[src/rtl/confreg_sram_responder.sv]
// Configuration-register responder on the data-side SRAM-like bus.
// Holds scratch, LED, number display, switch readback, a free-running timer and a key counter.
module confreg_sram_responder #(
  parameter logic [15:0] BASE_HI = 16'h1faf,
  parameter int unsigned LED_W   = 16,
  parameter int unsigned SW_W    = 8
) (
  input  logic              clk,
  input  logic              resetn,
  input  logic              en,
  input  logic [3:0]        wen,
  input  logic [31:0]       addr,
  input  logic [31:0]       wdata,
  output logic [31:0]       rdata,
  output logic [LED_W-1:0]  led,
  output logic [31:0]       num_data,
  input  logic [SW_W-1:0]   switch,
  input  logic              btn_key
);

  localparam int unsigned DW    = 32;
  localparam int unsigned KEY_W = 16;
  localparam int unsigned NCR   = 8;

  localparam logic [15:0] OFF_CR0   = 16'h8000;
  localparam logic [15:0] OFF_TIMER = 16'he000;
  localparam logic [15:0] OFF_LED   = 16'hf000;
  localparam logic [15:0] OFF_NUM   = 16'hf010;
  localparam logic [15:0] OFF_SW    = 16'hf020;
  localparam logic [15:0] OFF_KEY   = 16'hf030;

  logic [DW-1:0]    cr [NCR];
  logic [DW-1:0]    timer;
  logic [LED_W-1:0] led_reg;
  logic [DW-1:0]    num_reg;
  logic [KEY_W-1:0] key_cnt;
  logic [SW_W-1:0]  sw_s1, sw_s2;
  logic             key_s1, key_s2;
  logic [2:0]       deb_sh;
  logic             deb_level;

  logic             sel_c, wr_c, rd_c, cr_hit_c, key_edge_c;
  logic [2:0]       cr_idx_c;
  logic             wr_cr_c, wr_timer_c, wr_led_c, wr_num_c, wr_key_c;
  logic [DW-1:0]    rd_val_c;
  logic             unused_addr_bits_c;

  // Byte-lane merge of new write data into an existing word
  function automatic logic [DW-1:0] merge(input logic [DW-1:0] old_v,
                                          input logic [DW-1:0] new_v,
                                          input logic [3:0]    be);
    logic [DW-1:0] r;
    r = old_v;
    for (int i = 0; i < 4; i++) begin
      if (be[i]) r[8*i +: 8] = new_v[8*i +: 8];
    end
    return r;
  endfunction

  assign unused_addr_bits_c = ^addr[1:0];

  // Address decode and write strobes
  always_comb begin
    sel_c      = en & (addr[31:16] == BASE_HI);
    wr_c       = sel_c & (wen != 4'b0000);
    rd_c       = sel_c & (wen == 4'b0000);
    cr_hit_c   = (addr[15:5] == OFF_CR0[15:5]);
    cr_idx_c   = addr[4:2];
    wr_cr_c    = wr_c & cr_hit_c;
    wr_timer_c = wr_c & (addr[15:2] == OFF_TIMER[15:2]);
    wr_led_c   = wr_c & (addr[15:2] == OFF_LED[15:2]);
    wr_num_c   = wr_c & (addr[15:2] == OFF_NUM[15:2]);
    wr_key_c   = wr_c & (addr[15:2] == OFF_KEY[15:2]);
    key_edge_c = (deb_sh == 3'b111) & ~deb_level;
  end

  // Read mux over pre-update register contents
  always_comb begin
    rd_val_c = '0;
    if (cr_hit_c) begin
      rd_val_c = cr[cr_idx_c];
    end else begin
      case (addr[15:2])
        OFF_TIMER[15:2]: rd_val_c = timer;
        OFF_LED[15:2]:   rd_val_c = DW'(led_reg);
        OFF_NUM[15:2]:   rd_val_c = num_reg;
        OFF_SW[15:2]:    rd_val_c = DW'(sw_s2);
        OFF_KEY[15:2]:   rd_val_c = DW'(key_cnt);
        default:         rd_val_c = '0;
      endcase
    end
  end

  // Bus-visible registers
  always_ff @(posedge clk or negedge resetn) begin
    if (!resetn) begin
      rdata   <= '0;
      timer   <= '0;
      led_reg <= '1;
      num_reg <= '0;
      key_cnt <= '0;
      for (int i = 0; i < NCR; i++) cr[i] <= '0;
    end else begin
      if (rd_c) rdata <= rd_val_c;
      if (wr_cr_c) cr[cr_idx_c] <= merge(cr[cr_idx_c], wdata, wen);
      if (wr_timer_c) timer <= merge(timer, wdata, wen);
      else            timer <= timer + DW'(1);
      if (wr_led_c) led_reg <= LED_W'(merge(DW'(led_reg), wdata, wen));
      if (wr_num_c) num_reg <= merge(num_reg, wdata, wen);
      // Clear beats a coincident key edge; count saturates
      if (wr_key_c) key_cnt <= '0;
      else if (key_edge_c && (key_cnt != '1)) key_cnt <= key_cnt + KEY_W'(1);
    end
  end

  // Input synchronizers and key debounce
  always_ff @(posedge clk or negedge resetn) begin
    if (!resetn) begin
      sw_s1     <= '0;
      sw_s2     <= '0;
      key_s1    <= 1'b0;
      key_s2    <= 1'b0;
      deb_sh    <= '0;
      deb_level <= 1'b0;
    end else begin
      sw_s1  <= switch;
      sw_s2  <= sw_s1;
      key_s1 <= btn_key;
      key_s2 <= key_s1;
      deb_sh <= {deb_sh[1:0], key_s2};
      if (deb_sh == 3'b111)      deb_level <= 1'b1;
      else if (deb_sh == 3'b000) deb_level <= 1'b0;
    end
  end

  assign led      = ~led_reg;
  assign num_data = num_reg;

endmodule

[config.mk]
export PLATFORM = sky130hd
export DESIGN_NAME = confreg_sram_responder
export DESIGN_NICKNAME = d
export VERILOG_FILES = /design/src/rtl/confreg_sram_responder.sv
export SDC_FILE = /design/constraint.sdc
export NUM_CORES = 1
export LEC_CHECK = 0
export ABC_AREA = 1
export CAP_MARGIN = 40
export CORE_UTILIZATION = 30
export DETAILED_ROUTE_END_ITERATION = 6
export HOLD_SLACK_MARGIN = 0.06
export MAX_ROUTING_LAYER = met4
export PLACE_DENSITY_LB_ADDON = 0.25
export REMOVE_ABC_BUFFERS = 1
export SYNTH_ARGS = -nofsm -noshare
export SYNTH_HDL_FRONTEND = slang
export SYNTH_SLANG_ARGS = --single-unit
[constraint.sdc]
create_clock -name clk -period 3.1 [get_ports clk]
set_input_delay 0.31 -clock clk [delete_from_list [all_inputs] [get_ports clk]]
set_output_delay 0.31 -clock clk [all_outputs]
set_load 0.02 [all_outputs]
# Word level (Yosys, flattened, before mapping)

Cells that the tools add are included.

Register bits: 406
Input bits: 80
Word-level logic and storage cells: 93

$add $sub $neg: 2
Order comparisons: 2
Eq/ne operators: 13
Muxes and demuxes: 25
Bitwise logic cells: 12
Reduce and logical (&&, ||, !) cells: 13

Operator list:

| kind                                                     | count |
|---|---|
| bitwise mux 256 bit                                      | 1 |
| 2-to-1 mux 32 bit                                        | 5 |
| one-hot mux 32 bit (5 select lines)                      | 1 |
| binary-select mux 32 bit (select 3 bit)                  | 1 |
| demux 32 bit (select 3 bit)                              | 1 |
| 2-to-1 mux 8 bit                                         | 12 |
| equality test 14 bit, second input constant              | 5 |
| adder 32 x 1 -> 32 bit, second input constant            | 1 |
| 2-to-1 mux 16 bit                                        | 2 |
| adder 16 x 1 -> 16 bit, second input constant            | 1 |
| equality test 16 x 13 -> 1 bit, second input constant    | 1 |
| inequality test 16 bit, second input constant            | 1 |
| inverter 16 bit                                          | 1 |
| AND reduction 2 bit                                      | 6 |
| equality test 11 bit, second input constant              | 1 |
| AND 1 bit                                                | 9 |
| inequality test 2 bit, second input constant             | 4 |
| greater-or-equal comparator 4 bit, second input constant | 1 |
| zero test 4 bit                                          | 1 |
| < comparator 4 x 1 -> 1 bit, second input constant       | 1 |
| inverter 3 -> 4 bit                                      | 1 |
| nonzero test 2 bit                                       | 2 |
| nonzero test 4 bit                                       | 1 |
| equality test 3 bit, second input constant               | 1 |
| other kinds (4)                                          | 6 |

# Depth between registers and ports, before layout

Word-level depth: 7
Gate-level depth with buffers: 13
Gate-level depth less buffers: 11

# Worst setup path before layout

No wires, ideal clock.

Path kind: input-to-reg
Start: input port addr[2]
End: register key_cnt[9]
Arrival: 1.660 ns
Data required time: 2.982 ns
Setup slack: 1.322 ns
Stages: 10
Path buffers: 2
Path through: buf_2 -> buf_4 -> nor2_2 -> nand2_1 -> nor2_2 -> nand2_1 -> nor2_1 -> nor2_1 -> nand2_1 -> nand2_1

Word-level cells in the longest chain between the ends: 3
Elaborated cells between the ends (all ways): 4

Ends and longest elaborated chain:

| item                                                           | RTL line | RTL |
|---|---|---|
| start: declaration                                             | 12       | `input logic [31:0] addr,` |
| equality test 14 bit (*)                                       | 73       | `wr_key_c = wr_c & (addr[15:2] == OFF_KEY[15:2]);` |
| AND 1 bit (*)                                                  | 73       |  |
| 2-to-1 mux 16 bit / nonzero test 2 bit (equally long branches) | -        |  |
| end signal: assignment                                         | 112      | `else if (key_edge_c && (key_cnt != '1)) key_cnt <= key_cnt + KEY_W'(1);` |
| end: declaration                                               | 36       | `logic [KEY_W-1:0] key_cnt;` |

Mark *: on every way between the ends. The rest lies on a longest branch, timed or not.
A chain may end at the register's enable or synchronous reset.

# Final worst setup path

Start: input port addr[11]
End: register cr[98] (netlist name)

Word-level cells in the longest chain between the ends: 2

Ends and longest elaborated chain:

| item                           | RTL line | RTL |
|---|---|---|
| equality test 11 bit           | 67       | `cr_hit_c = (addr[15:5] == OFF_CR0[15:5]);` |
| AND 1 bit                      | 69       | `wr_cr_c = wr_c & cr_hit_c;` |
| end signal: indexed assignment | 105      | `if (wr_cr_c) cr[cr_idx_c] <= merge(cr[cr_idx_c], wdata, wen);` |
| end: declaration               | 32       | `logic [DW-1:0] cr [NCR];` |

No other way between the ends.

==> impl_results.md <==
- F_max: 0.4517 GHz
- Fin cells: 4,151
- Multi-input logic area: 9681 um^2
- Critical path required time: 3.62 ns
- FILL cells: 7,351
- DP Wirelength: 53,440 um
- Fin. Hold Viols: 0
- Gr usage total: 0.2264
- Synth-to-Final Area Change: 22.33%
- Syn. warnings: 0
- Post-DRT Antenna Nets: 0
- Power Total: 11.75 mW
- Dominant cell type by area after synthesis: dfrtp_1
- Share of cells above drive strength 1: 0.08851
- Fin crit period: 2.214 ns
- TritonRoute pass-1 iters: 5
- Final period utilization: 0.7142
- Number of max-cap violations: 0
- Syn Inst Count: 2,998
- Pin count of the biggest net entering global routing: 98
- Hold slack: 0.1484 ns
- Max-slew violation count: 0
- CTS Buffer Depth: 3
- I/O pins: 160
- Worst-margin pin slew: 0.7885 ns
- Placed insts: 4,061
- First-pass GRT wire length: 119,200 um
- Register bit total from synthesis: 406
- DIE AREA: 71,000 um^2
- Vias in the first global route: 19.20k
- # H-tree levels: 2
- Distinct cells, synth: 32
- Main area contributors after synthesis: dfrtp_1 47%, nand2_1 30%, nand3_1 4.9%, nor2_1 3.7%, nand4_1 3.2%
- Post-Route WL: 78,000 um
- N_diodes: 0
- Clk_skew: 0.02685 ns
- CP max FO: 21
- Total number of vias: 19.97k
- Peak supply drop: 0.3912 mV
- Area share of the largest cell type after synthesis: 0.4651
- DRT iter0 DRCs: 1,700
- Post-Syn Area: 20,980 um^2
- CTS Root Cell: clkbuf_16
- Chip Height: 266.5 um
- Cell leakage power: 13.57 nW
- RSZ-0062 raised after global routing: no
- Num CTS Buffers: 48
- Initial core utilization: 0.3043
- Final #Nets: 3,263
- Core Rows: 96
- Worst-Skew Late Latency: 0.60 ns
- Startpoint types: input pin
- Die X: 266.5 um
- TritonCTS clock tree: yes
- Register Area: 10,180 um^2
- Core area: 68,950 um^2
- Pwr dens: 457.8 nW/um^2
- Initial antenna violation count: 0
- Critical path class: input pin to flip-flop
- Outcome: finished, final reports clean
- Critical Path AT: 2.73 ns
- Slew HR: 0.4708
- Final setup violating endpoints: 0
- Reg clk slew, reported paths: 0.06 ns
- Largest Register: cr
- Final routed DRC violation total: 0
- Clk sinks: 406
- Mean Syn Cell Area: 6.998 um^2
- Avg WL per Cell: 18.79 um
- Gr ovfl total: 0
- Post_cts resized: 0
- Postcts setup bufs: 0
- Worst Setup End Kind: flip-flop
- Routability cong.: 0.9376
- Number of port buffers: 157
- Max FFs per register: 256
- Worst min-delay path class: input pin to flip-flop
- Detail-routed via count per cell: 4.810
- Seq/Total Area, Yosys: 0.4852
[path summary, 6_finish.rpt]
check | startpoint | endpoint | slack (ns) | cells past startpoint
max | addr[11] | cr[98] | 0.89 | 9
max reg2reg | timer[0] | timer[30] | 0.99 | 10
min reg2reg | key_s2 | deb_sh[0] | 0.35 | 0
min in group asynchronous | resetn | timer[28] | 0.29 | 2
min | switch[2] | sw_s1[2] | 0.15 | 1
max in group asynchronous | resetn | cr[245] | 1.81 | 3
[metrics by stage]
| stage | setup slack (ns) | setup TNS [ns] | instance area [um^2] | util |
|---|---|---|---|---|
| 5_1_grt | 0.6968 | 0 | 25670 | 0.3723 |
| 2_1_floorplan | -0.8225 | -61.58 | 20360 | - |
| 6_report | 0.8860 | 0 | 25670 | 0.3723 |
| 4_1_cts | 0.9056 | 0 | 25670 | 0.3723 |
| 3_5_place_dp | 0.3037 | 0 | 24090 | 0.3494 |
| 3_3_place_gp | 0.2685 | 0 | 24090 | 0.3494 |
[layout by cell type, fill, tap and decap left out, types with 19 or more instances in the layout]
cell             Yosys  routed
clkdlybuf4s50_1      0     153
o21ai_1             19      19
nand2_1           1653    1653
inv_1              127     127
clkbuf_16            0      49
nand3_1            207     207
nor2_1             208     207
dfrtp_1            390     390
nand4_1            108     108
nor2_2              21      20
clkinv_2             0      19
buf_4                6      98
[where the power goes]
part | switching (mW) | internal [mW]
sequential | 0.0410 | 5.34
combinational | 0.493 | 0.195
clock | 2.40 | 3.28
[cell usage after synthesis, drive strengths merged]
master  instances
nand4         110
o21ai          36
xor2           12
nor4            1
nand3b         10
dfstp          16
nand3         209
a21oi           5
nor2          233
nor3           10
clkinv          2
ha              2
clkbuf         47
or2            18
dfrtp         390
nand2        1660
xnor2          10
and2            1
buf            88
inv           138
[logic make-up (layout without fill, tap and decap cells)]
kind of cell             count (synthesis)  after routing  synth area share
buffers and inverters                  275            497           0.05457
AND/OR/NAND/NOR                       2252           2252            0.4401
XOR/XNOR                                22             22          0.009183
AO/OA/AOI/OAI                           41             41          0.009780
adder cells (fa/ha/maj)                  2              2          0.001192
flip-flops                             406            406            0.4852
[worst max-delay path: stages]
cell and delay [ns]:
clkdlybuf4s50_1 0.42, nor2_1 0.25, nand4_1 0.12, nor2_1 0.51, nand2_2 0.36, nor2_2 0.19
buf_4 0.34, nand2_1 0.11, nand2_1 0.10
[metal layers]
layer / wire [um] / part of all wire / vias to the layer above / GRT usage
li1: - / - / 9676 / -
met1: 34930 / 0.45 / 9468 / 0.3056
met2: 35650 / 0.46 / 693 / 0.3514
met3: 5026 / 0.064 / 131 / 0.02860
met4: 2394 / 0.031 / 0 / 0.07394
met5: 0 / 0 / - / -
[repair_timing]
action | CTS | global route
setup endpoints to repair | 0 | 0
hold buffers | 1 | 0
hold endpoints to repair | 59 | 0
[cell type report]
| type | instances | share of cell area |
|---|---|---|
| Multi-Input combinational cell | 2317 | 0.3772 |
| Clock buffer | 62 | 0.05318 |
| Clock inverter | 27 | 0.007946 |
| Tap cell | 931 | 0.04538 |
| Timing Repair Buffer | 268 | 0.09925 |
| Inverter | 140 | 0.02047 |
| Sequential cell | 406 | 0.3966 |
(Power assumes the default switching activity.)
